<file path="src/rtl/led_seq_ctrl_if.sv">
// Control/status bundle between the button/switch logic and the LED pattern sequencer.
interface led_seq_ctrl_if;
    logic       start;
    logic       stop;
    logic       hold;
    logic [1:0] mode;
    logic [1:0] speed;
    logic [4:0] idx;
    logic       busy;
    logic       step;
    logic       done;

    modport master (
        output start, stop, hold, mode, speed,
        input  idx, busy, step, done
    );

    modport slave (
        input  start, stop, hold, mode, speed,
        output idx, busy, step, done
    );
endinterface

</file>
<file path="src/rtl/led_seq_ctrl.sv">
// LED bar pattern index sequencer: prescaled step timebase with loop/one-shot/ping-pong modes.
// Define LED_SEQ_PINGPONG_EN to enable ping-pong (mode 2); otherwise mode 2 runs as loop.
module led_seq_ctrl #(
    parameter int unsigned DIV  = 2_500_000,
    parameter int unsigned LAST = 29
) (
    input  logic           clk,
    input  logic           rst,
    led_seq_ctrl_if.slave  bus
);

    typedef enum logic {
        ST_IDLE = 1'b0,
        ST_RUN  = 1'b1
    } state_t;

    localparam logic [4:0]  LAST_IDX = 5'(LAST);
    localparam logic [26:0] DIV_W    = 27'(DIV);

    state_t      state_q, state_d;
    logic [4:0]  idx_q, idx_d;
    logic        step_q, step_d;
    logic        done_q, done_d;
    logic [26:0] presc_q, presc_d;
    logic [1:0]  mode_l_q, mode_l_d;
    logic [1:0]  speed_l_q, speed_l_d;
`ifdef LED_SEQ_PINGPONG_EN
    logic        dir_dn_q, dir_dn_d;
`endif

    logic [26:0] presc_lim;
    logic        tick;

    assign presc_lim = (DIV_W << speed_l_q) - 27'd1;
    assign tick      = (state_q == ST_RUN) && !bus.hold && (presc_q == presc_lim);

    always_comb begin
        state_d   = state_q;
        idx_d     = idx_q;
        step_d    = 1'b0;
        done_d    = 1'b0;
        presc_d   = presc_q;
        mode_l_d  = mode_l_q;
        speed_l_d = speed_l_q;
`ifdef LED_SEQ_PINGPONG_EN
        dir_dn_d  = dir_dn_q;
`endif

        if (bus.stop) begin
            state_d = ST_IDLE;
            idx_d   = '0;
            presc_d = '0;
        end else if (bus.start) begin
            state_d   = ST_RUN;
            idx_d     = '0;
            presc_d   = '0;
            mode_l_d  = bus.mode;
            speed_l_d = bus.speed;
`ifdef LED_SEQ_PINGPONG_EN
            dir_dn_d  = 1'b0;
`endif
        end else if (state_q == ST_RUN && !bus.hold) begin
            if (tick) begin
                presc_d = '0;
                step_d  = 1'b1;
                case (mode_l_q)
                    2'd1: begin
                        if (idx_q == LAST_IDX) begin
                            // Completion returns to 0 without a step pulse.
                            idx_d   = '0;
                            step_d  = 1'b0;
                            done_d  = 1'b1;
                            state_d = ST_IDLE;
                        end else begin
                            idx_d = idx_q + 5'd1;
                        end
                    end
`ifdef LED_SEQ_PINGPONG_EN
                    2'd2: begin
                        // Direction flips on the step that lands on an endpoint.
                        if (!dir_dn_q) begin
                            idx_d = idx_q + 5'd1;
                            if (idx_q + 5'd1 == LAST_IDX) dir_dn_d = 1'b1;
                        end else begin
                            idx_d = idx_q - 5'd1;
                            if (idx_q == 5'd1) dir_dn_d = 1'b0;
                        end
                    end
`endif
                    default: begin
                        idx_d = (idx_q == LAST_IDX) ? '0 : idx_q + 5'd1;
                    end
                endcase
            end else begin
                presc_d = presc_q + 27'd1;
            end
        end
    end

    always_ff @(posedge clk or posedge rst) begin
        if (rst) begin
            state_q   <= ST_IDLE;
            idx_q     <= '0;
            step_q    <= 1'b0;
            done_q    <= 1'b0;
            presc_q   <= '0;
            mode_l_q  <= '0;
            speed_l_q <= '0;
`ifdef LED_SEQ_PINGPONG_EN
            dir_dn_q  <= 1'b0;
`endif
        end else begin
            state_q   <= state_d;
            idx_q     <= idx_d;
            step_q    <= step_d;
            done_q    <= done_d;
            presc_q   <= presc_d;
            mode_l_q  <= mode_l_d;
            speed_l_q <= speed_l_d;
`ifdef LED_SEQ_PINGPONG_EN
            dir_dn_q  <= dir_dn_d;
`endif
        end
    end

    assign bus.idx  = idx_q;
    assign bus.busy = (state_q == ST_RUN);
    assign bus.step = step_q;
    assign bus.done = done_q;

endmodule
</file>
<file path="src/flat_wrapper.sv">
// flat-port wrapper written by rule: the top's interface ports become plain ports
module led_seq_ctrl_flat 
#(
    parameter int unsigned DIV  = 2_500_000,
    parameter int unsigned LAST = 29
)
  (clk, rst, bus_start, bus_stop, bus_hold, bus_mode, bus_speed, bus_idx, bus_busy, bus_step, bus_done);
  led_seq_ctrl_if bus_i ();
  input  logic clk;
  input  logic rst;
  input wire logic [$bits(bus_i.start)-1:0] bus_start;
  input wire logic [$bits(bus_i.stop)-1:0] bus_stop;
  input wire logic [$bits(bus_i.hold)-1:0] bus_hold;
  input wire logic [$bits(bus_i.mode)-1:0] bus_mode;
  input wire logic [$bits(bus_i.speed)-1:0] bus_speed;
  output wire logic [$bits(bus_i.idx)-1:0] bus_idx;
  output wire logic [$bits(bus_i.busy)-1:0] bus_busy;
  output wire logic [$bits(bus_i.step)-1:0] bus_step;
  output wire logic [$bits(bus_i.done)-1:0] bus_done;
  assign bus_i.start = bus_start;
  assign bus_i.stop = bus_stop;
  assign bus_i.hold = bus_hold;
  assign bus_i.mode = bus_mode;
  assign bus_i.speed = bus_speed;
  assign bus_idx = bus_i.idx;
  assign bus_busy = bus_i.busy;
  assign bus_step = bus_i.step;
  assign bus_done = bus_i.done;
  led_seq_ctrl #(.DIV(DIV), .LAST(LAST)) u_core (.clk(clk), .rst(rst), .bus(bus_i));
endmodule
</file>
<file path="config.mk">
export PLATFORM = sky130hd
export DESIGN_NAME = led_seq_ctrl_flat
export DESIGN_NICKNAME = d
export VERILOG_FILES = /design/src/rtl/led_seq_ctrl_if.sv /design/src/rtl/led_seq_ctrl.sv /design/src/flat_wrapper.sv
export SDC_FILE = /design/constraint.sdc
export NUM_CORES = 1
export LEC_CHECK = 0
export CORE_AREA = 2 2 69 87
export DETAILED_ROUTE_END_ITERATION = 10
export DIE_AREA = 0 0 71 89
export GPL_TIMING_DRIVEN = 0
export MAX_ROUTING_LAYER = met4
export PLACE_DENSITY = 0.6
export SLEW_MARGIN = 10
export SYNTH_ARGS = -nofsm -noshare
export SYNTH_HDL_FRONTEND = slang
export SYNTH_SLANG_ARGS = --single-unit
</file>
<file path="constraint.sdc">
create_clock -name clk -period 3.7 [get_ports clk]
set_clock_uncertainty 0.15 [all_clocks]
set_input_delay 0.555 -clock clk [delete_from_list [all_inputs] [get_ports clk]]
set_output_delay 0.555 -clock clk [all_outputs]
set_load 0.005 [all_outputs]
</file>
==> metrics.txt, run 1 <==
status=completed; Total Die Area=6320 um2; Routed WL=5070 um; design area=2690 um2; # diodes=0; #FFs+latches synth=39; WL/cell=15.1 um; Remaining DRCs=0; Seq/Total Area, Yosys=42.3%; Fin. Hold Viols=0; first-pass GRT wire length=8650 um; clock buffer depth=2; CTS tree=done; Comb power frac=10.8%; largest net degree at the start of global routing=35; RSZ-0062 raised after global routing=false; Overflow after GRT=0; Psw=217 uW; num rows=30; synthesized area per cell=9.37 um2; worst hold path type=input pin to asynchronous set/reset pin; Cell Area, Synth=2300 um2; Worst Setup SP=u_core.speed_l_q[0]; Post-CTS Hold Buffers=0; Clock Latency Late Sink=0.30 ns; kind of start point of the critical path=flip-flop; Final Setup Violations=0; pins over their slew limit=0; # H-tree levels=2; Initial Util=42.3%; Area after DPL=2560 um2; Final period util=94.3%; post-route ant nets=0; minimum clock period=3.49 ns; CP endpoint kind=flip-flop; DR vias=1858; highest clock rate=287 MHz; Synthesis Warnings=0; initial antenna violation count=0; maximum fanout along the worst path=10; DP Worst Slack=0.117 ns; DRT iter0 DRCs=64; R2R Path Start=u_core.speed_l_q[0]; Clock power frac=40.7%; Post-synth top flop=dfrtp_1; DP Wirelength=3790 um; Worst-Margin Slew=0.909 ns; vias in the first global route=1827; share of layout cells above drive strength 1=8.12%; CTS buffer count=5; Reg2Reg Setup Slack=0.21 ns; Setup CP Type=flip-flop to flip-flop; core area=5440 um2; Critical R2R Capture=u_core.presc_q[11]; WP data arrival=3.51 ns; clock-pin slew on the worst setup and hold paths=0.07 ns; Pint=695 uW; Async SR Flop Fraction=100%; Vias/cell=5.55; number of clock sinks=39; Netlist cell types=44; critical path required time=3.72 ns; sequential share of power=48.5%; Mapped Cells=246; leakage power=1.08 nW; max cap viols=0; PortBufs=16; pwr dens=340 nW/um2; Final WS setup=0.212 ns; P&R area growth vs syn=16.5%; Fin Setup TNS=0 ns; num ports=17; Placed Instances=327; Total GRT Usage=18.0%; Pwr Total=912 uW; Sw Ratio=23.8%; post-synth net total=266; DRT Pass-1 Iters=4; count of flip-flops with a built-in enable after synthesis=0; die width=71 um; GPL Wtd Cong=0.800; nets=290; final non-filler cell total=335; maximum vdd drop=0.000151 V; clk root buf=clkbuf_8; R2R depth=9; Die Span Y=89 um; Slew headroom=39.1%
per-layer routing:
metal	up-vias	GRT usage (%)	routed length, um
li1	918	-	-
met1	909	21.2	2350
met2	26	31.6	2550
met3	5	3.38	112
met4	0	4.63	62
met5	-	-	0
per-stage QoR:
step,hold slack [ns],util (%)
3_5_place_dp,0.341,47.1
6_report,0.312,49.3
3_3_place_gp,0.334,46.8
5_1_grt,0.326,49.3
2_1_floorplan,0.321,-
4_1_cts,0.311,49.3
worst max-delay path, cell delays in order (launching register included):
cell	delay, ns
dfrtp_1	0.46
inv_1	0.15
ha_1	0.38
or4b_1	0.53
or3_1	0.38
a2111o_1	0.48
buf_6	0.17
o21ai_2	0.29
buf_2	0.31
nor2_1	0.08
state kept, by name, indices dropped and copies added, names as in the netlist:
name,count
u_core.presc_q,27
u_core.bus.idx,5
u_core.mode_l_q,2
u_core.speed_l_q,2
u_core.bus.busy,1
u_core.bus.done,1
u_core.bus.step,1
power groups by stage:
| stage | Combinational (mW) | Sequential (mW) | Clock [mW] |
|---|---|---|---|
| after floorplan | 0.0666 | 0.448 | 0 |
| after CTS | 0.100 | 0.442 | 0.382 |
| after global routing | 0.113 | 0.444 | 0.400 |
| after detailed placement | 0.0996 | 0.451 | 0 |
| after global placement | 0.0950 | 0.451 | 0 |
| final | 0.0986 | 0.443 | 0.371 |
cell usage after synthesis (2+ instances only):
library cell	instances	area [um2]
a211oi_1	2	15.0
inv_1	9	33.8
o211ai_1	2	15.0
nand3_1	8	40.0
a21oi_1	11	55.1
nor4_1	2	12.5
nor2b_1	3	18.8
or3_1	3	18.8
nor3_1	7	35.0
a2111o_1	2	22.5
nor3b_1	4	30.0
dfrtp_1	39	976
and3_1	8	50.1
nand2_1	15	56.3
ha_1	11	138
xnor2_1	12	105
o22ai_1	3	18.8
buf_2	3	15.0
xor2_1	17	149
o31ai_1	3	22.5
clkbuf_1	4	15.0
or4_1	4	30.0
o21ai_0	7	35.0
mux2_2	2	22.5
and3b_1	3	26.3
or2_2	2	12.5
nand4_1	11	68.8
nor2_1	32	120
nand2b_1	2	12.5
what timing repair did:
item / 4_1_cts / 5_1_grt
endpoints found under the setup margin: 0 / 20
resized for setup: 0 / 1
buffers inserted: 0 / 0
placed cells by master (no fill, tap or decap), types with 2 or more instances in the layout:
cell / n
dfrtp_1: 38
nor2_1: 32
xor2_1: 17
clkdlybuf4s50_1: 16
nand2_1: 15
xnor2_1: 12
nand4_1: 11
a21oi_1: 11
ha_1: 11
inv_1: 8
nand3_1: 8
and3_1: 8
nor3_1: 7
o21ai_0: 7
clkbuf_8: 6
nor3b_1: 4
clkbuf_1: 4
or4_1: 4
or3_1: 3
o22ai_1: 3
and3b_1: 3
buf_2: 3
nor2b_1: 3
o31ai_1: 3
nand2b_1: 2
o211ai_1: 2
a2111o_1: 2
a211oi_1: 2
mux2_2: 2
or2_2: 2
nor4_1: 2
cells by family (layout without fill, tap and decap cells):
logic type | Yosys count | count (layout) | synth area share, %
buf+inv | 17 | 42 | 3.26
xor+xnor | 29 | 29 | 11.0
mux | 2 | 2 | 0.977
compound gates | 36 | 36 | 10.2
simple gates | 112 | 112 | 26.2
flops | 39 | 39 | 42.3
fa+ha+maj | 11 | 11 | 5.97
cell type report:
cell class	count	area [um2]
sequential	39	977
buffer	8	41.3
fill	513	2760
timing repair buffer	17	180
inverter	9	33.8
clock buffer	6	82.6
multi-input combinational	190	1250
tap	64	80.1
clock inverter	2	35.0
worst max path at each step:
stage	endpoint	slack, ns	cells after the start
after global placement	u_core.presc_q[24]	0.18	9
after global routing	u_core.presc_q[11]	0.03	9
after CTS	u_core.presc_q[11]	0.11	9
after detailed placement	u_core.presc_q[6]	0.12	9
after floorplan	u_core.bus.idx[2]	0.60	8
final	u_core.presc_q[11]	0.21	9
(Power assumes the default switching activity.)
==> run 2: changes to the inputs <==
CORE_AREA = 2 2 55 109   (was 2 2 69 87)
DIE_AREA = 0 0 57 111   (was 0 0 71 89)
==> metrics.txt, run 2 (synthesized netlist as in run 1, its figures left out) <==
pwr dens=352 nW/um2; DP Worst Slack=0.153 ns; CTS tree=done; Sw Ratio=23.4%; Routed WL=5080 um; Placed Instances=323; Initial Util=41.4%; sequential share of power=46.9%; share of layout cells above drive strength 1=7.04%; first-pass GRT wire length=8920 um; Remaining DRCs=0; Die Span Y=111 um; Final Setup Violations=0; highest clock rate=287 MHz; clk root buf=clkbuf_16; kind of start point of the critical path=flip-flop; CP endpoint kind=flip-flop; PortBufs=16; Comb power frac=9.9%; final non-filler cell total=331; num ports=17; Final WS setup=0.217 ns; DRT Pass-1 Iters=4; RSZ-0062 raised after global routing=false; post-route ant nets=0; worst hold path type=flip-flop to flip-flop; Clock power frac=43.2%; Worst setup endpoint=u_core.presc_q[16]; pins over their slew limit=0; R2R Path Start=u_core.speed_l_q[0]; Final period util=94.1%; vias in the first global route=1840; Worst Setup SP=u_core.speed_l_q[0]; leakage power=1.08 nW; Slew headroom=27.1%; Overflow after GRT=0; P&R area growth vs syn=16.4%; number of clock sinks=39; DR vias=1851; minimum clock period=3.48 ns; Pwr Total=945 uW; die width=57 um; DP Wirelength=3790 um; Total GRT Usage=18.3%; largest net degree at the start of global routing=40; Post-CTS Hold Buffers=0; clock-pin slew on the worst setup and hold paths=0.06 ns; Total Die Area=6330 um2; design area=2680 um2; # H-tree levels=2; Setup CP Type=flip-flop to flip-flop; Critical R2R Capture=u_core.presc_q[16]; Top reg by flops=u_core.presc_q; R2R depth=9; Largest register FFs=27; num rows=39; nets=289; WL/cell=15.4 um; post_cts resized=0; Worst-Margin Slew=1.07 ns; initial antenna violation count=0; Vias/cell=5.59; maximum fanout along the worst path=10; clock buffer depth=2; commonest non-fill, non-tap cells in the layout=38 x dfrtp_1, 32 x nor2_1, 17 x xor2_1; commonest non-fill, non-tap cell in the layout=dfrtp_1; Psw=221 uW; Reg2Reg Setup Slack=0.22 ns; core area=5560 um2; CTS buffer count=5; maximum vdd drop=0.000320 V; WP data arrival=3.50 ns; DRT iter0 DRCs=52; critical path required time=3.71 ns; final core occ=48.2%; GPL Wtd Cong=0.859; Clock Latency Late Sink=0.28 ns; Area after DPL=2540 um2; max cap viols=0; Fin. Hold Viols=0; postcts setup bufs=0; Pint=725 uW; status=completed; WHS=0.351 ns; # diodes=0; Fin Setup TNS=0 ns
run 2: cell count changes in the layout (fill, tap and decap cells not counted):
cell / previous run / this run
clkbuf_16: 0 / 5
bufinv_16: 1 / 0
clkbuf_4: 0 / 1
a2111oi_1: 1 / 0
buf_12: 1 / 0
clkbuf_1: 4 / 6
clkbuf_8: 6 / 0
a2111oi_0: 0 / 1
buf_2: 3 / 2
run 2: layout make-up:
| cell class | count | area (um2) |
|---|---|---|
| fillers | 549 | 2880 |
| multi-input cells | 190 | 1250 |
| flip-flops and latches | 39 | 977 |
| well taps | 61 | 76.3 |
| clock inverters | 1 | 5.00 |
| repair buffers | 16 | 160 |
| inverters | 9 | 33.8 |
| plain buffers | 8 | 43.8 |
| clock buffers | 7 | 133 |
run 2: per-layer routing:
| metal | GRT usage, % | part of all wire (%) | wire [um] | up-vias |
|---|---|---|---|---|
| met1 | 24.3 | 45 | 2280 | 899 |
| met5 | - | 0 | 0 | - |
| li1 | - | - | - | 921 |
| met4 | 6.82 | 0.89 | 45 | 0 |
| met3 | 3.38 | 2.8 | 141 | 2 |
| met2 | 27.7 | 51 | 2620 | 29 |
run 2: power by group through the flow:
stage | clock (mW) | combinational, mW | sequential, mW
6_report | 0.409 | 0.0934 | 0.443
2_1_floorplan | 0 | 0.0666 | 0.448
5_1_grt | 0.436 | 0.107 | 0.445
3_3_place_gp | 0 | 0.0922 | 0.450
3_5_place_dp | 0 | 0.0939 | 0.451
4_1_cts | 0.419 | 0.0943 | 0.443
run 2: worst min-delay path by stage:
stage / cells past startpoint / end / slack [ns] / start
final: 1 / u_core.mode_l_q[1] / 0.35 / u_core.mode_l_q[1]
after floorplan: 1 / u_core.mode_l_q[1] / 0.32 / u_core.mode_l_q[1]
after global placement: 1 / u_core.mode_l_q[1] / 0.34 / u_core.mode_l_q[1]
after global routing: 1 / u_core.mode_l_q[1] / 0.37 / u_core.mode_l_q[1]
after CTS: 1 / u_core.mode_l_q[1] / 0.35 / u_core.mode_l_q[1]
after detailed placement: 1 / u_core.mode_l_q[1] / 0.34 / u_core.mode_l_q[1]
run 2: critical path: stages, from the launching register on:
cell and delay (ns):
dfrtp_1 0.46, inv_1 0.15, ha_1 0.39, or4b_1 0.53
or3_1 0.38, a2111o_1 0.49, buf_6 0.17, o21ai_2 0.28
buf_2 0.29, nor2_1 0.07
